<file path="src/rtl/mem_access_unit.sv">
// mem_access_unit
//   Pipeline memory stage between EX/MEM and MEM/WB. It drives a synchronous
//   data RAM and provides byte/halfword/word loads and stores with sign or zero
//   extension. A load stalls the pipeline through ready=0 until the RAM data
//   returns. Misaligned or illegal accesses give a one-cycle access_err pulse
//   and cause no RAM activity.
//
//   Parameters
//     ADDR_W : RAM word-address width (RAM depth is 2^ADDR_W words), 1..30
//     RD_LAT : RAM read latency in cycles, 1..4
//     XLEN   : data width, must be 32
//
//   Optional build macro
//     MEM_PERF_CNT_EN : adds the free-running load_cnt/store_cnt outputs
//
//   Ports
//     clk, rst          clock; asynchronous active-low reset
//     valid             request qualifier from EX/MEM
//     mem_read          load request
//     mem_write         store request
//     funct3            RV32I width/sign code
//     addr, wdata       byte address and store data
//     ready             1 = a request can be accepted, 0 = pipeline stalls
//     rdata             extended load result, held until the next load completes
//     rdata_valid       one-cycle pulse when rdata is new
//     access_err        one-cycle pulse after a misaligned or illegal access
//     ram_en, ram_we    RAM enable and byte-lane write enables
//     ram_addr          RAM word address
//     ram_wdata         lane-replicated store data
//     ram_rdata         RAM read data, valid RD_LAT cycles after a read enable
//     load_cnt          completed loads (MEM_PERF_CNT_EN only)
//     store_cnt         accepted stores (MEM_PERF_CNT_EN only)
//
//   state  | meaning
//   S_IDLE | ready, accepts a new request
//   S_WAIT | load in flight, counting down the RAM read latency
module mem_access_unit #(
  parameter int ADDR_W = 14,
  parameter int RD_LAT = 1,
  parameter int XLEN   = 32
) (
  input  logic              clk,
  input  logic              rst,
  input  logic              valid,
  input  logic              mem_read,
  input  logic              mem_write,
  input  logic [2:0]        funct3,
  input  logic [31:0]       addr,
  input  logic [XLEN-1:0]   wdata,
  output logic              ready,
  output logic [XLEN-1:0]   rdata,
  output logic              rdata_valid,
  output logic              access_err,
  output logic              ram_en,
  output logic [3:0]        ram_we,
  output logic [ADDR_W-1:0] ram_addr,
  output logic [XLEN-1:0]   ram_wdata,
  input  logic [XLEN-1:0]   ram_rdata
`ifdef MEM_PERF_CNT_EN
  ,
  output logic [31:0]       load_cnt,
  output logic [31:0]       store_cnt
`endif
);

  if (XLEN != 32 || RD_LAT < 1 || RD_LAT > 4 || ADDR_W < 1 || ADDR_W > 30) begin : g_param_check
    $error("mem_access_unit: unsupported parameter set");
  end

  typedef enum logic {S_IDLE, S_WAIT} state_t;

  state_t            state, state_nxt;
  logic [1:0]        cnt;
  logic [2:0]        f3_q;
  logic [1:0]        off_q;
  logic [ADDR_W-1:0] addr_q;

  logic req, load_f3_ok, store_f3_ok, misalign, err, ld_go, st_go, ld_done;

  // Only part of the byte address reaches the RAM.
  logic unused_addr;
  assign unused_addr = ^addr;

  assign ready = (state == S_IDLE);
  assign req   = valid && ready && (mem_read || mem_write);

  assign load_f3_ok  = (funct3 == 3'b000) || (funct3 == 3'b001) || (funct3 == 3'b010) ||
                       (funct3 == 3'b100) || (funct3 == 3'b101);
  assign store_f3_ok = (funct3 == 3'b000) || (funct3 == 3'b001) || (funct3 == 3'b010);

  // funct3[1:0] is the access size for every legal code.
  assign misalign = ((funct3[1:0] == 2'b01) && addr[0]) ||
                    ((funct3[1:0] == 2'b10) && (addr[1:0] != 2'b00));

  assign err   = req && ((mem_read && mem_write) ||
                         (mem_read && !load_f3_ok) ||
                         (mem_write && !store_f3_ok) ||
                         misalign);
  assign ld_go = req && mem_read && !err;
  assign st_go = req && mem_write && !err;

  assign ld_done = (state == S_WAIT) && (cnt == 2'd0);

  function automatic logic [XLEN-1:0] load_extend(input logic [2:0] f3,
                                                  input logic [1:0] off,
                                                  input logic [XLEN-1:0] d);
    logic [7:0]  b;
    logic [15:0] h;
    logic [XLEN-1:0] r;
    case (off)
      2'd0:    b = d[7:0];
      2'd1:    b = d[15:8];
      2'd2:    b = d[23:16];
      default: b = d[31:24];
    endcase
    h = off[1] ? d[31:16] : d[15:0];
    case (f3)
      3'b000:  r = {{24{b[7]}}, b};
      3'b100:  r = {24'd0, b};
      3'b001:  r = {{16{h[15]}}, h};
      3'b101:  r = {16'd0, h};
      default: r = d;
    endcase
    return r;
  endfunction

  always_comb begin
    state_nxt = state;
    ram_en    = 1'b0;
    ram_we    = 4'b0000;
    ram_wdata = '0;
    ram_addr  = (state == S_WAIT) ? addr_q : addr[ADDR_W+1:2];
    case (state)
      S_IDLE: begin
        if (ld_go) begin
          ram_en    = 1'b1;
          state_nxt = S_WAIT;
        end else if (st_go) begin
          ram_en = 1'b1;
          case (funct3[1:0])
            2'b00: begin
              ram_we    = 4'b0001 << addr[1:0];
              ram_wdata = {4{wdata[7:0]}};
            end
            2'b01: begin
              ram_we    = 4'b0011 << addr[1:0];
              ram_wdata = {2{wdata[15:0]}};
            end
            default: begin
              ram_we    = 4'b1111;
              ram_wdata = wdata;
            end
          endcase
        end
      end
      S_WAIT: begin
        if (cnt == 2'd0) state_nxt = S_IDLE;
      end
      default: state_nxt = S_IDLE;
    endcase
  end

  always_ff @(posedge clk or negedge rst) begin
    if (!rst) begin
      state       <= S_IDLE;
      cnt         <= 2'd0;
      f3_q        <= 3'd0;
      off_q       <= 2'd0;
      addr_q      <= '0;
      rdata       <= '0;
      rdata_valid <= 1'b0;
      access_err  <= 1'b0;
    end else begin
      state       <= state_nxt;
      access_err  <= err;
      rdata_valid <= ld_done;
      if (ld_go) begin
        f3_q   <= funct3;
        off_q  <= addr[1:0];
        addr_q <= addr[ADDR_W+1:2];
        cnt    <= 2'(RD_LAT - 1);
      end else if ((state == S_WAIT) && (cnt != 2'd0)) begin
        cnt <= cnt - 2'd1;
      end
      if (ld_done) rdata <= load_extend(f3_q, off_q, ram_rdata);
    end
  end

`ifdef MEM_PERF_CNT_EN
  always_ff @(posedge clk or negedge rst) begin
    if (!rst) begin
      load_cnt  <= 32'd0;
      store_cnt <= 32'd0;
    end else begin
      if (ld_done) load_cnt  <= load_cnt + 32'd1;
      if (st_go)   store_cnt <= store_cnt + 32'd1;
    end
  end
`endif

endmodule

</file>
<file path="config.mk">
export PLATFORM = sky130hd
export DESIGN_NAME = mem_access_unit
export DESIGN_NICKNAME = d
export VERILOG_FILES = /design/src/rtl/mem_access_unit.sv
export SDC_FILE = /design/constraint.sdc
export NUM_CORES = 1
export LEC_CHECK = 0
export CORE_ASPECT_RATIO = 1.25
export CORE_MARGIN = 4
export CORE_UTILIZATION = 40
export CTS_CLUSTER_DIAMETER = 40
export DETAILED_ROUTE_END_ITERATION = 12
export GPL_TIMING_DRIVEN = 1
export PLACE_DENSITY = 0.8
export SYNTH_ARGS = -nofsm -noshare
export SYNTH_HDL_FRONTEND = slang
export SYNTH_SLANG_ARGS = --single-unit
</file>
<file path="constraint.sdc">
create_clock -name clk -period 2.8 [get_ports clk]
set_clock_uncertainty 0.2 [all_clocks]
set_input_delay 0.56 -clock clk [delete_from_list [all_inputs] [get_ports clk]]
set_output_delay 0.56 -clock clk [all_outputs]
set_load 0.005 [all_outputs]
</file>
==> qor.yml, run 1 <==
status: "finished clean"
p_leak_nw: 2.42
coreArea_um2: 8750
die_w_um: 93.1
clkLatencyLatePin_ns: 0.32
period_share: 0.995
grtUsageTotal: 0.231
cts-root-buf: "clkbuf_8"
cts_max_level: 2
drcViolationCount: 0
syn_area_um2: 3620
seq_area_frac_synth: 0.387
ys_warn_count: 0
worst_pin_slew_ns: 1.16
cp_slowest_cell: "clkdlybuf4s50_1"
hold_slack_ns: 0.0300
via_count: 3843
ys_types: 43
grt_pass1_vias: 4077
clockBufferDepth: 2
p_per_area_nw_per_um2: 542
startpoint_type: "primary input"
cts_inserted_buffers: 5
final_area_um2: 5680
wirelength_um: 12100
timing.critical_path.fanout_max: 14
critical-path-max-stage-delay_ns: 0.46
hpwl_um: 9190
finalNetCount: 691
critPathCaptureType: "output port"
rrSetupSlack_ns: 0.38
arrival_ns: 2.03
avgViaCountPerCell: 5.44
min_period_ns: 2.79
path_clk_slew_ns: 0.11
slew_headroom: 0.221
tritoncts: "built"
die_h_um: 114
drv_slew: 0
final_cell_count_no_fill: 707
vdd_drop_max_mv: 0.272
hp-class: "in2async"
port_buffers: 173
placed_cell_area_um2: 5570
cp.required_ns: 2.04
grt-ovfl-total: 0
maxCapViolCount: 0
grt_pass1_wl_um: 19600
rsz0062_at_grt: "true"
synth.net_count: 502
gp_congestion: 0.873
areaGrowthSynthToFinish_pct: 56.9
layout-drive-gt1-share: 0.276
syn_inst: 397
dp.cells: 688
start_util: 0.414
worstSetupPathType: "in2out"
dp_slack_ns: -0.636
grt_max_degree: 37
syn_area_per_cell_um2: 9.12
first_pass_iters: 4
io_pins: 190
die-area_um2: 10600
antenna_found_initial: 0
postLayoutCoreUtil: 0.649
worstPathCellList: "clkdlybuf4s50_1, nand2b_1, or3_4, buf_16, nor2_2, clkdlybuf4s15_2"
fmax_ghz: 0.359
final-setup-viol-count: 0
num_rows: 38
ys_seq_elements: 56
wire_per_inst_um: 17.2
hold_viol: 0
drtIter0Drc: 127
numClockSinks: 56
final.setup.worst_slack_ns: 0.0127
antenna_left: 0
diodes: 0
## per-stage QoR
stage | power (mW) | TNS [ns]
final | 3.08 | 0
after global routing | 3.29 | -0.104
after CTS | 3.09 | -0.351
after detailed placement | 2.61 | -21.29
after global placement | 2.57 | -19.38
after floorplan | 1.83 | 0
## final timing paths
| path | end | start | cells after the start |
|---|---|---|---|
| setup / recovery | ram_wdata[31] | valid | 6 |
| hold / removal | rdata_valid$_DFF_PN0_ | rst | 1 |
| setup reg to reg | rdata[31]$_DFFE_PN0P_ | state$_DFF_PN0_ | 6 |
| hold reg to reg | addr_q[5]$_DFFE_PN0P_ | addr_q[5]$_DFFE_PN0P_ | 1 |
| max in group asynchronous | rdata[8]$_DFFE_PN0P_ | rst | 2 |
| min in group clk | addr_q[5]$_DFFE_PN0P_ | addr_q[5]$_DFFE_PN0P_ | 1 |
## critical path, delay by kind of cell
family / cells / cell delay (ns)
buffers and inverters: 3 / 0.84
AND/OR/NAND/NOR: 3 / 0.63
## power by group
group          internal, mW  total, mW  switching [mW]
registers              1.08       1.25           0.174
logic                 0.818       1.35           0.535
clock network         0.184      0.475           0.290
## Yosys cell counts, drive strengths merged
cell type,number,share of area
a21oi,44,0.065
a22o,1,0.0024
or3,1,0.0017
o21ai,24,0.033
ha,1,0.0035
mux2,43,0.13
a22oi,2,0.0041
nand2,35,0.037
xnor2,1,0.0024
clkbuf,13,0.013
inv,8,0.0083
nor3,3,0.0041
and2,11,0.019
mux4,1,0.0073
buf,18,0.033
nor2b,1,0.0017
nand3,1,0.0014
nor2,57,0.060
a221o,4,0.011
o21a,1,0.0021
a31oi,3,0.0052
nand3b,11,0.023
and3,1,0.0017
dfrtp,56,0.39
o221a,3,0.0093
o221ai,2,0.0066
mux2i,16,0.044
xor2,1,0.0024
nand2b,4,0.0069
a21o,1,0.0021
o21bai,1,0.0021
a32oi,4,0.0097
nor3b,5,0.010
a211oi,18,0.043
o211a,1,0.0028
## sequential cells by signal, indices dropped and copies added (netlist names)
name / count
f3_q: 3
cnt: 2
state: 1
off_q: 2
rdata_valid: 1
access_err: 1
rdata: 32
addr_q: 14
## logic make-up after synthesis
family / count (synthesis) / synth area share
compound gates: 109 / 0.198
mux: 60 / 0.185
simple gates: 130 / 0.167
flops: 56 / 0.387
buf+inv: 39 / 0.0546
fa+ha+maj: 1 / 0.00345
xor+xnor: 2 / 0.00484
## final cells by class
type                            instances  area (um^2)
Tap cell                              120          150
Fill cell                             711         3070
Multi-Input combinational cell        302         2090
Inverter                                8         30.0
Clock buffer                            5         68.8
Clock inverter                          3         27.5
Sequential cell                        56         1400
Timing Repair Buffer                  213         1910
## placed cells by master, fill, tap and decap left out, types with 2 or more instances in the layout
cell	instances
a211oi_1	14
a211oi_2	4
a21oi_1	36
a21oi_2	8
a221o_1	4
a22oi_1	2
a31oi_1	3
a32oi_1	4
and2_1	11
buf_2	29
buf_4	36
buf_6	2
clkbuf_2	3
clkbuf_8	5
clkdlybuf4s15_1	5
clkdlybuf4s15_2	3
clkdlybuf4s50_1	128
dfrtp_1	56
dlygate4sd2_1	5
inv_1	7
mux2_2	43
mux2i_1	16
nand2_1	34
nand2b_1	2
nand2b_4	2
nand3b_1	11
nor2_1	43
nor2_2	14
nor3_1	2
nor3b_1	5
o21ai_0	23
o221a_2	3
## layer usage
layer  part of all wire  wire length (um)  track usage
met5                  0                 0            0
met4              0.036               438       0.0987
met3              0.088              1070       0.0605
met2               0.51              6150        0.426
met1               0.37              4480        0.246
## repair_timing
action | 4_1_cts | 5_1_grt
pin swaps | 3 | 5
hold buffers | 0 | 0
setup endpoints to repair | 37 | 32
gates resized for setup | 138 | 33
setup buffers | 9 | 2
cloned | 1 | 0
(Power assumes the default switching activity.)
==> inputs of run 2 (changes only) <==
--- a/config.mk
+++ b/config.mk
@@ -10,7 +10,6 @@
 export CORE_UTILIZATION = 40
 export CTS_CLUSTER_DIAMETER = 40
 export DETAILED_ROUTE_END_ITERATION = 12
-export GPL_TIMING_DRIVEN = 1
 export PLACE_DENSITY = 0.8
 export SYNTH_ARGS = -nofsm -noshare
 export SYNTH_HDL_FRONTEND = slang
==> results of run 2 <==
The final DEF is identical to that of run 1; final timing and power are the same.
